**src/rtl/fft16_col_transpose_pkg.sv**
```systemverilog
// Shared FFT16 transpose definitions: lane count and the Gray row order used by the twiddle ROM.
package fft16_col_transpose_pkg;

  localparam int NUM_LANES = 4;
  localparam int ROW_W     = 2;

  // Row index for the k-th captured row of a frame: 0,1,3,2 (binary-reflected Gray).
  function automatic logic [ROW_W-1:0] gray_row(input logic [ROW_W-1:0] cnt);
    return {cnt[1], cnt[1] ^ cnt[0]};
  endfunction

endpackage

```
**src/rtl/fft16_transpose_bank.sv**
```systemverilog
// One 4x4 complex sample bank: whole-row write port, whole-column combinational read port.
module fft16_transpose_bank
  import fft16_col_transpose_pkg::*;
#(
  parameter int DATA_WIDTH = 8
) (
  input  logic                                 clk,
  input  logic                                 wr_en,
  input  logic [ROW_W-1:0]                     wr_row,
  input  logic [NUM_LANES-1:0][DATA_WIDTH-1:0] wr_x,
  input  logic [NUM_LANES-1:0][DATA_WIDTH-1:0] wr_y,
  input  logic [ROW_W-1:0]                     rd_col,
  output logic [NUM_LANES-1:0][DATA_WIDTH-1:0] rd_x,
  output logic [NUM_LANES-1:0][DATA_WIDTH-1:0] rd_y
);

  // mem_q[r][j] = lane j of row r; contents are deliberately not reset
  logic [NUM_LANES-1:0][NUM_LANES-1:0][DATA_WIDTH-1:0] mx_q, mx_d, my_q, my_d;

  // Next-state: overwrite one full row when enabled
  always_comb begin
    mx_d = mx_q;
    my_d = my_q;
    if (wr_en) begin
      mx_d[wr_row] = wr_x;
      my_d[wr_row] = wr_y;
    end
  end

  // Bank storage
  always_ff @(posedge clk) begin
    mx_q <= mx_d;
    my_q <= my_d;
  end

  // Column read: output lane r carries element [r][col]
  always_comb begin
    rd_x = '0;
    rd_y = '0;
    for (int r = 0; r < NUM_LANES; r++) begin
      rd_x[r] = mx_q[r][rd_col];
      rd_y[r] = my_q[r][rd_col];
    end
  end

endmodule

```
**src/rtl/fft16_col_transpose.sv**
```systemverilog
// Ping-pong 4x4 corner turn: captures Gray-ordered rows, emits natural-order columns 4 cycles later.
module fft16_col_transpose
  import fft16_col_transpose_pkg::*;
#(
  parameter int DATA_WIDTH = 8
) (
  input  logic                  clk,
  input  logic                  rst,
  input  logic                  ctrl_in,
  input  logic [DATA_WIDTH-1:0] x_a_in,
  input  logic [DATA_WIDTH-1:0] y_a_in,
  input  logic [DATA_WIDTH-1:0] x_b_in,
  input  logic [DATA_WIDTH-1:0] y_b_in,
  input  logic [DATA_WIDTH-1:0] x_c_in,
  input  logic [DATA_WIDTH-1:0] y_c_in,
  input  logic [DATA_WIDTH-1:0] x_d_in,
  input  logic [DATA_WIDTH-1:0] y_d_in,
  output logic                  ctrl_out,
  output logic [DATA_WIDTH-1:0] xx_a_out,
  output logic [DATA_WIDTH-1:0] yy_a_out,
  output logic [DATA_WIDTH-1:0] xx_b_out,
  output logic [DATA_WIDTH-1:0] yy_b_out,
  output logic [DATA_WIDTH-1:0] xx_c_out,
  output logic [DATA_WIDTH-1:0] yy_c_out,
  output logic [DATA_WIDTH-1:0] xx_d_out,
  output logic [DATA_WIDTH-1:0] yy_d_out
);

  logic [NUM_LANES-1:0][DATA_WIDTH-1:0] in_x, in_y;
  assign in_x = {x_d_in, x_c_in, x_b_in, x_a_in};
  assign in_y = {y_d_in, y_c_in, y_b_in, y_a_in};

  logic [ROW_W-1:0] wr_cnt_q, wr_cnt_d, rd_col_q, rd_col_d;
  logic             wr_active_q, wr_active_d, wr_bank_q, wr_bank_d;
  logic             rd_active_q, rd_active_d, rd_bank_q, rd_bank_d;
  logic             ctrl_out_q, ctrl_out_d;
  logic [NUM_LANES-1:0][DATA_WIDTH-1:0] out_x_q, out_x_d, out_y_q, out_y_d;

  logic             wr_we, arm;
  logic [ROW_W-1:0] wr_row;
  logic [1:0][NUM_LANES-1:0][DATA_WIDTH-1:0] bank_rx, bank_ry;

  for (genvar b = 0; b < 2; b++) begin : g_bank
    fft16_transpose_bank #(.DATA_WIDTH(DATA_WIDTH)) u_bank (
      .clk    (clk),
      .wr_en  (wr_we && (wr_bank_q == 1'(b))),
      .wr_row (wr_row),
      .wr_x   (in_x),
      .wr_y   (in_y),
      .rd_col (rd_col_q),
      .rd_x   (bank_rx[b]),
      .rd_y   (bank_ry[b])
    );
  end

  // Write side: ctrl_in always (re)starts row 0 in the current bank; 4th row completes and flips banks
  always_comb begin
    wr_cnt_d    = wr_cnt_q;
    wr_active_d = wr_active_q;
    wr_bank_d   = wr_bank_q;
    wr_we       = 1'b0;
    wr_row      = '0;
    arm         = 1'b0;
    if (ctrl_in) begin
      wr_we       = 1'b1;
      wr_cnt_d    = 2'd1;
      wr_active_d = 1'b1;
    end else if (wr_active_q) begin
      wr_we  = 1'b1;
      wr_row = gray_row(wr_cnt_q);
      if (wr_cnt_q == 2'd3) begin
        wr_cnt_d    = '0;
        wr_active_d = 1'b0;
        wr_bank_d   = ~wr_bank_q;
        arm         = 1'b1;
      end else begin
        wr_cnt_d = wr_cnt_q + 2'd1;
      end
    end
  end

  // Read side: sweep columns 0..3 of the completed bank, loading the output registers
  always_comb begin
    rd_active_d = rd_active_q;
    rd_bank_d   = rd_bank_q;
    rd_col_d    = rd_col_q;
    ctrl_out_d  = 1'b0;
    out_x_d     = out_x_q;
    out_y_d     = out_y_q;
    if (rd_active_q) begin
      out_x_d    = bank_rx[rd_bank_q];
      out_y_d    = bank_ry[rd_bank_q];
      ctrl_out_d = (rd_col_q == 2'd0);
      rd_col_d   = rd_col_q + 2'd1;
      if (rd_col_q == 2'd3) rd_active_d = 1'b0;
    end
    // a freshly completed frame takes over exactly when the previous sweep ends
    if (arm) begin
      rd_active_d = 1'b1;
      rd_bank_d   = wr_bank_q;
      rd_col_d    = '0;
    end
  end

  // State and output registers
  always_ff @(posedge clk) begin
    if (rst) begin
      wr_cnt_q    <= '0;
      wr_active_q <= 1'b0;
      wr_bank_q   <= 1'b0;
      rd_active_q <= 1'b0;
      rd_bank_q   <= 1'b0;
      rd_col_q    <= '0;
      ctrl_out_q  <= 1'b0;
      out_x_q     <= '0;
      out_y_q     <= '0;
    end else begin
      wr_cnt_q    <= wr_cnt_d;
      wr_active_q <= wr_active_d;
      wr_bank_q   <= wr_bank_d;
      rd_active_q <= rd_active_d;
      rd_bank_q   <= rd_bank_d;
      rd_col_q    <= rd_col_d;
      ctrl_out_q  <= ctrl_out_d;
      out_x_q     <= out_x_d;
      out_y_q     <= out_y_d;
    end
  end

  assign ctrl_out = ctrl_out_q;
  assign {xx_d_out, xx_c_out, xx_b_out, xx_a_out} = out_x_q;
  assign {yy_d_out, yy_c_out, yy_b_out, yy_a_out} = out_y_q;

endmodule

```
**config.mk**
```make
export PLATFORM = sky130hd
export DESIGN_NAME = fft16_col_transpose
export DESIGN_NICKNAME = d
export VERILOG_FILES = /design/src/rtl/fft16_col_transpose_pkg.sv /design/src/rtl/fft16_transpose_bank.sv /design/src/rtl/fft16_col_transpose.sv
export SDC_FILE = /design/constraint.sdc
export NUM_CORES = 1
export LEC_CHECK = 0
export CORE_MARGIN = 3
export CORE_UTILIZATION = 55
export DETAILED_ROUTE_END_ITERATION = 12
export PLACE_DENSITY = 0.75
export SLEW_MARGIN = 20
export SYNTH_ARGS = -nofsm -noshare
export SYNTH_HDL_FRONTEND = slang
export SYNTH_SLANG_ARGS = --single-unit
export TNS_END_PERCENT = 50
```
**constraint.sdc**
```tcl
create_clock -name clk -period 6.5 [get_ports clk]
set_clock_uncertainty 0.1 [all_clocks]
set_input_delay 1.625 -clock clk [delete_from_list [all_inputs] [get_ports clk]]
set_output_delay 1.625 -clock clk [all_outputs]
set_load 0.005 [all_outputs]
```
* After elaboration in Yosys (flattened, before gate mapping)
Index checks and enable logic that the tools add are counted.
** Word-level totals
- Input port bits :: 67
- Logic and storage cells :: 159
- Bits in registers :: 585
** Operators by class
- Bitwise gates (word level) :: 4
- Reduce and logical (&&, ||, !) cells :: 9
- Multiplexer cells :: 58
- Magnitude comparators :: 4
- Equal/unequal tests :: 2
- Add/subtract/negate cells :: 2
** Operator list (number)
- $bwmux 128 :: 4
- $bmux 8 s2 :: 16
- $mux 32 :: 5
- $mux 8 :: 16
- $demux 32 s2 :: 1
- $mux 1 :: 13
- $lt 2x3->1 const B :: 2
- $mux 2 :: 3
- $reduce_or 2->1 :: 3
- $add 2x1->2 const B :: 2
- $eq 2x2->1 const B :: 2
- $logic_and 1x1->1 :: 3
- $not 1->1 :: 3
- $reduce_and 3->1 :: 1
- $ge 2x1->1 const B :: 1
- $logic_not 2->1 :: 1
- $lt 1x2->1 const B :: 1
- $reduce_bool 2->1 :: 1
- $xor 1x1->1 :: 1

* Logic depth before layout (Yosys ltp)
Gate-level depths: netlist of the first run.
- Word-level depth :: 8
- Depth in mapped cells :: 8
- Depth with buffers taken out :: 4

* Hierarchy
A second synthesis of the first run with hierarchy kept.
** Second synthesis, totals
- Cells, all modules :: 1004
- Area total of the unflattened synthesis :: 21946.0 µm²
** Modules (own cells, without submodules)
- fft16_transpose_bank :: cells each 338, seq. area each 7687.4 µm², area an instance 9341.5 µm², times used 2
- fft16_col_transpose :: cells each 328, seq. area each 1461.4 µm², area an instance 3263.1 µm², times used 1

* Least setup slack after synthesis of the first run
OpenSTA, ideal clock, no wires.
- Path kind :: input port to flip-flop
- Start point :: input ctrl_in
- End point :: register g_bank[0].u_bank.mx_q[100] (netlist name), enable pin
- Cell stages on the path :: 3
- Arrival :: 4.618 ns
- Required time :: 5.914 ns
- Setup slack :: 1.296 ns
- Cell sequence :: nor2b_1 nand2b_1 nor2_1
** On the way
- Cells in the longest elaborated chain, start to end :: 2
** RTL lines
- start, declared :: RTL line fft16_col_transpose.sv:9 : input logic ctrl_in,
- $mux 1 :: RTL line fft16_col_transpose.sv:64 : if (ctrl_in) begin
- $logic_and 1x1->1 :: RTL line fft16_col_transpose.sv:46 : .wr_en (wr_we && (wr_bank_q == 1'(b))),
- end signal, assigned :: RTL line fft16_transpose_bank.sv:32 : mx_q <= mx_d;
- end, declared :: RTL line fft16_transpose_bank.sv:18 : logic [NUM_LANES-1:0][NUM_LANES-1:0][DATA_WIDTH-1:0] mx_q, mx_d, my_q, my_d;
Every way passes these cells.
A chain may end at the register's enable or synchronous reset.

* Worst setup path in the final report of the first run
- Start point :: input ctrl_in
- End point :: register g_bank[1].u_bank.mx_q[115] (netlist name), enable pin
** On the way
- Cells in the longest elaborated chain, start to end :: 2
** RTL lines (RTL line)
- $mux 1 :: fft16_col_transpose.sv:64
- $logic_and 1x1->1 :: fft16_col_transpose.sv:46
- end signal, assigned :: fft16_transpose_bank.sv:32
- end, declared :: fft16_transpose_bank.sv:18
Every way passes these cells.

==> results.txt, run 1 <==
antenna violations before repair -> 0
commonest non-fill, non-tap cell in the layout -> sky130_fd_sc_hd__edfxtp_1
post-CTS setup repair buffer count -> 0
CTS Buf Count -> 56
filler cell count -> 2670
synthesis-to-layout area growth -> 16.13%
Avg Vias per Cell -> 5.951
slew at the pin with the worst max-slew slack -> 1087 ps
number of buffers inserted by hold repair at cts -> 0
timing-limited maximum frequency -> 253.5 MHz
synthesized area per cell -> 18.23 µm²
Core Area -> 0.03991 mm²
clock insertion delay at the later pin of the skew report -> 620 ps
Crit Path Category -> primary input to flop
area enclosed by the die boundary -> 0.04296 mm²
Max-Cap Viols -> 0
total area of multi-input combinational cells -> 0.005065 mm²
instance area after placement -> 0.02403 mm²
number of DRC markers after the initial detailed-route iteration -> 1005
final-layout setup total negative slack -> 0 ps
classification of the worst-slack hold path -> flop to flop
maximum buffer depth of the clock tree -> 3
ys async rst share -> 0%
headroom to the max-slew limit -> 27.51%
Starting Density -> 55.82%
Worst path max stage delay -> 850 ps
IO Port Bufs -> 131
Final Hold Fails -> 0
commonest non-fill, non-tap cells in the layout -> sky130_fd_sc_hd__edfxtp_1, sky130_fd_sc_hd__mux2i_1, sky130_fd_sc_hd__clkdlybuf4s50_1
sequential cell area in the final layout -> 0.01684 mm²
final WL -> 45770 µm
overall via count from detail_route -> 11450
number of instances resized during post-cts repair -> 0
final net count -> 1421
final count of negative-setup-slack endpoints -> 0
flops & latches, synth -> 585
average wire per standard cell -> 23.79 µm
status -> finished, final reports clean
total congestion overflow -> 0
design area -> 0.02587 mm²
Top FF cell, synth -> sky130_fd_sc_hd__edfxtp_1
kind of start point of the critical path -> primary input
gp weighted congestion -> 0.7482
Post-route DRC -> 0
Post-Syn Nets -> 1292
number of standard cells after synthesis -> 1222
largest net degree at the start of global routing -> 122
critical path buffer and inverter count -> 2
clock tree from TritonCTS -> done
sort of element at the end of the critical path -> flop
root buffer selected by CTS -> sky130_fd_sc_hd__clkbuf_16
distinct cell type count of the synthesized netlist -> 29
number of flops mapped to enable cells by yosys -> 512
DRT Pass-1 Iters -> 5
endpoint required time on the critical path -> 6640 ps
ratio of cells with drive above 1 in the final layout -> 17.23%
HPWL reported at the end of detailed placement -> 25520 µm
number of global-route vias before repair -> 11690
maximum fanout along the worst path -> 36
critical path data arrival time -> 4090 ps
count of clock tree sinks -> 585
site row count -> 73
final antenna-violating net count -> 0
height of the chip -> 207.3 µm
Leak Pwr -> 7.947 nW
setup repair after global routing missed its margin -> false
netlist area before placement -> 0.02228 mm²
final worst path period share -> 60.69%
IR Drop Worst-Case VDD -> 0.2472 mV
count of synthesis-stage warnings from yosys -> 0
max-slew violation count -> 0
wire length of the first global-routing pass -> 69910 µm
Inserted Diodes -> 0
all-layer global routing usage -> 21.08%
total power density per cell area -> 292.2 mW/mm²
Worst path top cell family by delay -> simple AND/OR/NAND/NOR gates
Period minus WS final -> 3945 ps
number of top-level pins -> 132
H-Tree Level Count -> 2
chip width -> 207.3 µm
Worst path slowest cell -> sky130_fd_sc_hd__nor2_4
clock-pin slew reported for the worst setup and hold paths after clock tree synthesis -> 60 ps
fraction of the yosys area taken by sequential cells -> 75.56%
critical path, cell by cell -> clkdlybuf4s50_1 > nor2b_1 > nand2_1 > nor2_4 > buf_4
-- per-stage QoR --
step	instances	hold WS (ps)	power, mW	utilization (%)	worst slack [ps]
4_1_cts	1924	388.8	7.623	64.83	2601
5_1_grt	1924	399.3	7.778	64.83	2402
3_5_place_dp	1818	381.3	4.421	60.21	1997
2_1_floorplan	1222	375.1	4.294	-	1296
6_report	1924	387.7	7.562	64.83	2555
3_3_place_gp	1818	373.4	4.414	60.21	2076
-- layout make-up --
cell class,instances,area share (%)
Multi-Input combinational cell,556,19.57
Timing Repair Buffer,149,5.629
Sequential cell,585,65.10
Tap cell,525,2.539
Clock inverter,24,1.083
Inverter,3,0.04352
Clock buffer,82,6.035
-- per-layer routing --
metal / wire length [µm] / share of wire [%] / vias to the layer above / GRT usage, %
met4: 1228 / 2.7 / 0 / 6.952
met2: 22280 / 49 / 385 / 34.02
met1: 19380 / 42 / 5820 / 29.02
met5: 0 / 0 / - / 0
li1: - / - / 5168 / -
met3: 2880 / 6.3 / 77 / 4.534
-- registers in the layout (all words and copies together) (netlist names), 2 cells and up --
register	count
g_bank.u_bank.mx_q	256
g_bank.u_bank.my_q	256
xx_a_out	8
xx_b_out	8
xx_c_out	8
xx_d_out	8
yy_a_out	8
yy_b_out	8
yy_c_out	8
yy_d_out	8
rd_col_q	2
wr_cnt_q	2
-- worst min-delay path: stages, from the launching register on --
cell and delay [ps]:
sky130_fd_sc_hd__dfxtp_1 310, sky130_fd_sc_hd__nor2_1 80, sky130_fd_sc_hd__a211oi_1 50
-- Yosys cell counts (8+ instances only) --
cell	instances	share of area, %
sky130_fd_sc_hd__mux2_1	49	2.5
sky130_fd_sc_hd__a221o_1	50	2.2
sky130_fd_sc_hd__dfxtp_1	73	6.6
sky130_fd_sc_hd__nor2_1	77	1.3
sky130_fd_sc_hd__buf_6	10	0.51
sky130_fd_sc_hd__a22oi_1	14	0.47
sky130_fd_sc_hd__o22ai_1	50	1.4
sky130_fd_sc_hd__buf_2	8	0.18
sky130_fd_sc_hd__buf_4	10	0.34
sky130_fd_sc_hd__a211oi_2	49	2.8
sky130_fd_sc_hd__mux2_2	79	4.0
sky130_fd_sc_hd__clkbuf_1	44	0.74
sky130_fd_sc_hd__a211oi_1	15	0.51
sky130_fd_sc_hd__edfxtp_1	512	69
sky130_fd_sc_hd__mux2i_1	130	5.8
sky130_fd_sc_hd__o221ai_1	14	0.55
-- power breakdown --
group / leakage, nW / switching [mW] / internal [mW]
Combinational: 1.79 / 0.125 / 0.0637
Clock: 0.901 / 1.35 / 1.87
Sequential: 5.26 / 0.0144 / 4.14
-- logic make-up (layout without fill, tap and decap cells) --
logic type,count (synthesis),after routing,share of synthesized area (%)
and+or+nand+nor,96,96,1.758
muxes,258,258,12.31
buffers and inverters,81,258,2.066
adders and majority gates,3,3,0.1685
xor gates and xnor gates,3,3,0.1179
AOI/OAI and AO/OA,196,196,8.019
DFF,585,585,75.56
-- final timing paths --
path	start	endpoint	slack, ps	cells past startpoint
worst max-delay path	ctrl_in	g_bank[1].u_bank.mx_q[115]	2550	5
worst min-delay path	yy_a_out[7]	yy_a_out[7]	390	2
worst max register to register	rd_col_q[0]	xx_d_out[2]	3330	5
worst min register to register	yy_a_out[7]	yy_a_out[7]	390	2
No activity file was read; power rests on OpenSTA's default activity.
==> run 2: changes to the inputs <==
--- a/config.mk
+++ b/config.mk
@@ -6,7 +6,7 @@
 export NUM_CORES = 1
 export LEC_CHECK = 0
 export CORE_MARGIN = 3
-export CORE_UTILIZATION = 55
+export CORE_UTILIZATION = 53
 export DETAILED_ROUTE_END_ITERATION = 12
 export PLACE_DENSITY = 0.75
 export SLEW_MARGIN = 20
==> constraint.sdc (replaced) <==
create_clock -name clk -period 3.6 [get_ports clk]
set_clock_uncertainty 0.1 [all_clocks]
set_input_delay 0.9 -clock clk [delete_from_list [all_inputs] [get_ports clk]]
set_output_delay 0.9 -clock clk [all_outputs]
set_load 0.005 [all_outputs]
==> run 2 against run 1 <==
Non-clock buffer count is 21 higher; cell count is 1.3% higher; wire length is 2.3% lower; core utilization is 1.6 points lower.
==> results.txt, run 2 (synthesis gave the netlist of run 1 again) <==
status -> finished, final reports clean
DRT Pass-1 Iters -> 7
clock insertion delay at the later pin of the skew report -> 590 ps
timing-limited maximum frequency -> 396.5 MHz
critical path data arrival time -> 1520 ps
Crit Path Category -> flop to output port
maximum buffer depth of the clock tree -> 3
design area -> 0.02604 mm²
CTS Buf Count -> 56
Worst path top cell family by delay -> buffers and inverters
IO Port Bufs -> 131
clock network fraction of total power -> 40.5%
Period minus WS final -> 2522 ps
Final Hold Fails -> 0
critical path buffer and inverter count -> 1
sort of element at the end of the critical path -> output port
area enclosed by the die boundary -> 0.04454 mm²
clock tree from TritonCTS -> done
gp weighted congestion -> 0.7246
headroom to the max-slew limit -> 37.89%
Post-route DRC -> 0
number of instances resized during post-cts repair -> 0
HPWL reported at the end of detailed placement -> 26390 µm
Avg Vias per Cell -> 5.844
internal power summed over all cells -> 10.59 mW
final hold slack -> 388.6 ps
number of buffers inserted by hold repair at cts -> 0
largest registers -> g_bank.u_bank.mx_q (256), g_bank.u_bank.my_q (256)
root buffer selected by CTS -> sky130_fd_sc_hd__clkbuf_16
instance area after placement -> 0.02436 mm²
max-slew violation count -> 0
commonest non-fill, non-tap cell in the layout -> sky130_fd_sc_hd__edfxtp_1
number of DRC markers after the initial detailed-route iteration -> 893
largest net degree at the start of global routing -> 110
Sequential Power Share -> 56.9%
final worst path period share -> 70.06%
number of global-route vias before repair -> 11660
IR Drop Worst-Case VDD -> 0.4526 mV
ratio of cells with drive above 1 in the final layout -> 18.28%
final net count -> 1442
slew at the pin with the worst max-slew slack -> 929.5 ps
maximum fanout along the worst path -> 2
all-layer global routing usage -> 20.40%
Worst path max stage delay -> 540 ps
clock-pin slew reported for the worst setup and hold paths after clock tree synthesis -> 60 ps
height of the chip -> 211.0 µm
switching power -> 2.577 mW
Max-Cap Viols -> 0
site row count -> 74
total power density per cell area -> 505.6 mW/mm²
final count of negative-setup-slack endpoints -> 0
classification of the worst-slack hold path -> flop to flop
antenna violations before repair -> 1
H-Tree Level Count -> 2
chip width -> 211.0 µm
Worst path slowest cell -> sky130_fd_sc_hd__clkdlybuf4s50_1
average wire per standard cell -> 22.95 µm
total congestion overflow -> 0
final WL -> 44720 µm
overall via count from detail_route -> 11390
kind of start point of the critical path -> flop
setup repair after global routing missed its margin -> false
commonest non-fill, non-tap cells in the layout -> sky130_fd_sc_hd__edfxtp_1, sky130_fd_sc_hd__mux2i_1, sky130_fd_sc_hd__clkdlybuf4s50_1
endpoint required time on the critical path -> 2600 ps
synthesis-to-layout area growth -> 16.85%
Inserted Diodes -> 0
number of top-level pins -> 132
count of clock tree sinks -> 585
net switching share of the total power -> 19.58%
Leak Pwr -> 8.028 nW
Core Area -> 0.04120 mm²
wire length of the first global-routing pass -> 69170 µm
proportion of power drawn by combinational gates -> 2.6%
post-CTS setup repair buffer count -> 0
final antenna-violating net count -> 0
Starting Density -> 54.08%
critical path, cell by cell -> clkdlybuf4s50_1
-- run 2: changes by cell type in the layout (fill, tap and decap cells not counted), sizes merged --
cell,change
clkinvlp,+1
buf,+21
bufinv,-4
clkinv,+11
clkbuf,-11
-- run 2: layout make-up --
type / count / area [µm²]
Inverter: 3 / 11.26
Multi-Input combinational cell: 556 / 5065
Tap cell: 532 / 665.6
Clock buffer: 71 / 1499
Sequential cell: 585 / 16840
Clock inverter: 32 / 173.9
Timing Repair Buffer: 170 / 1777
Fill cell: 2816 / 15170
-- run 2: path summary, 6_finish.rpt --
kind | startpoint | endpoint | slack [ps] | cells past startpoint
max | xx_a_out[2] | xx_a_out[2] | 1080 | 1
max reg2reg | rd_col_q[1] | xx_c_out[0] | 1210 | 5
min reg2reg | yy_b_out[0] | yy_b_out[0] | 390 | 2
min | yy_b_out[0] | yy_b_out[0] | 390 | 2
-- run 2: worst register-to-register path, stage by stage (launching register included) --
cell                       delay, ps
sky130_fd_sc_hd__dfxtp_1         500
sky130_fd_sc_hd__nand2b_2        610
sky130_fd_sc_hd__buf_12          360
sky130_fd_sc_hd__o22ai_1         170
sky130_fd_sc_hd__a221o_1         350
sky130_fd_sc_hd__a211oi_2        220
-- run 2: metal layers --
layer,part of all wire [%],global-route usage (%),up-vias
met2,49,33.67,335
met3,5.7,3.609,76
met5,0.022,0,-
li1,-,-,5207
met1,43,28.29,5770
met4,2.1,5.912,2
-- run 2: metrics by stage --
stage	std cells	worst slack (ps)	utilization, %	TNS, ps	power, mW
2_1_floorplan	1222	-878.9	-	-426710	7.753
3_3_place_gp	1846	684.7	59.13	0	7.974
3_5_place_dp	1846	635.8	59.13	0	7.985
4_1_cts	1949	1048	63.19	0	13.28
5_1_grt	1949	1018	63.19	0	13.58
6_report	1949	1078	63.19	0	13.16
-- run 2: power by group through the flow --
| stage | combinational, mW | sequential, mW | clock [mW] |
|---|---|---|---|
| after CTS | 0.350 | 7.49 | 5.44 |
| after global placement | 0.341 | 7.63 | 0 |
| after floorplan | 0.114 | 7.64 | 0 |
| after global routing | 0.371 | 7.50 | 5.71 |
| after detailed placement | 0.348 | 7.64 | 0 |
| final | 0.344 | 7.49 | 5.33 |
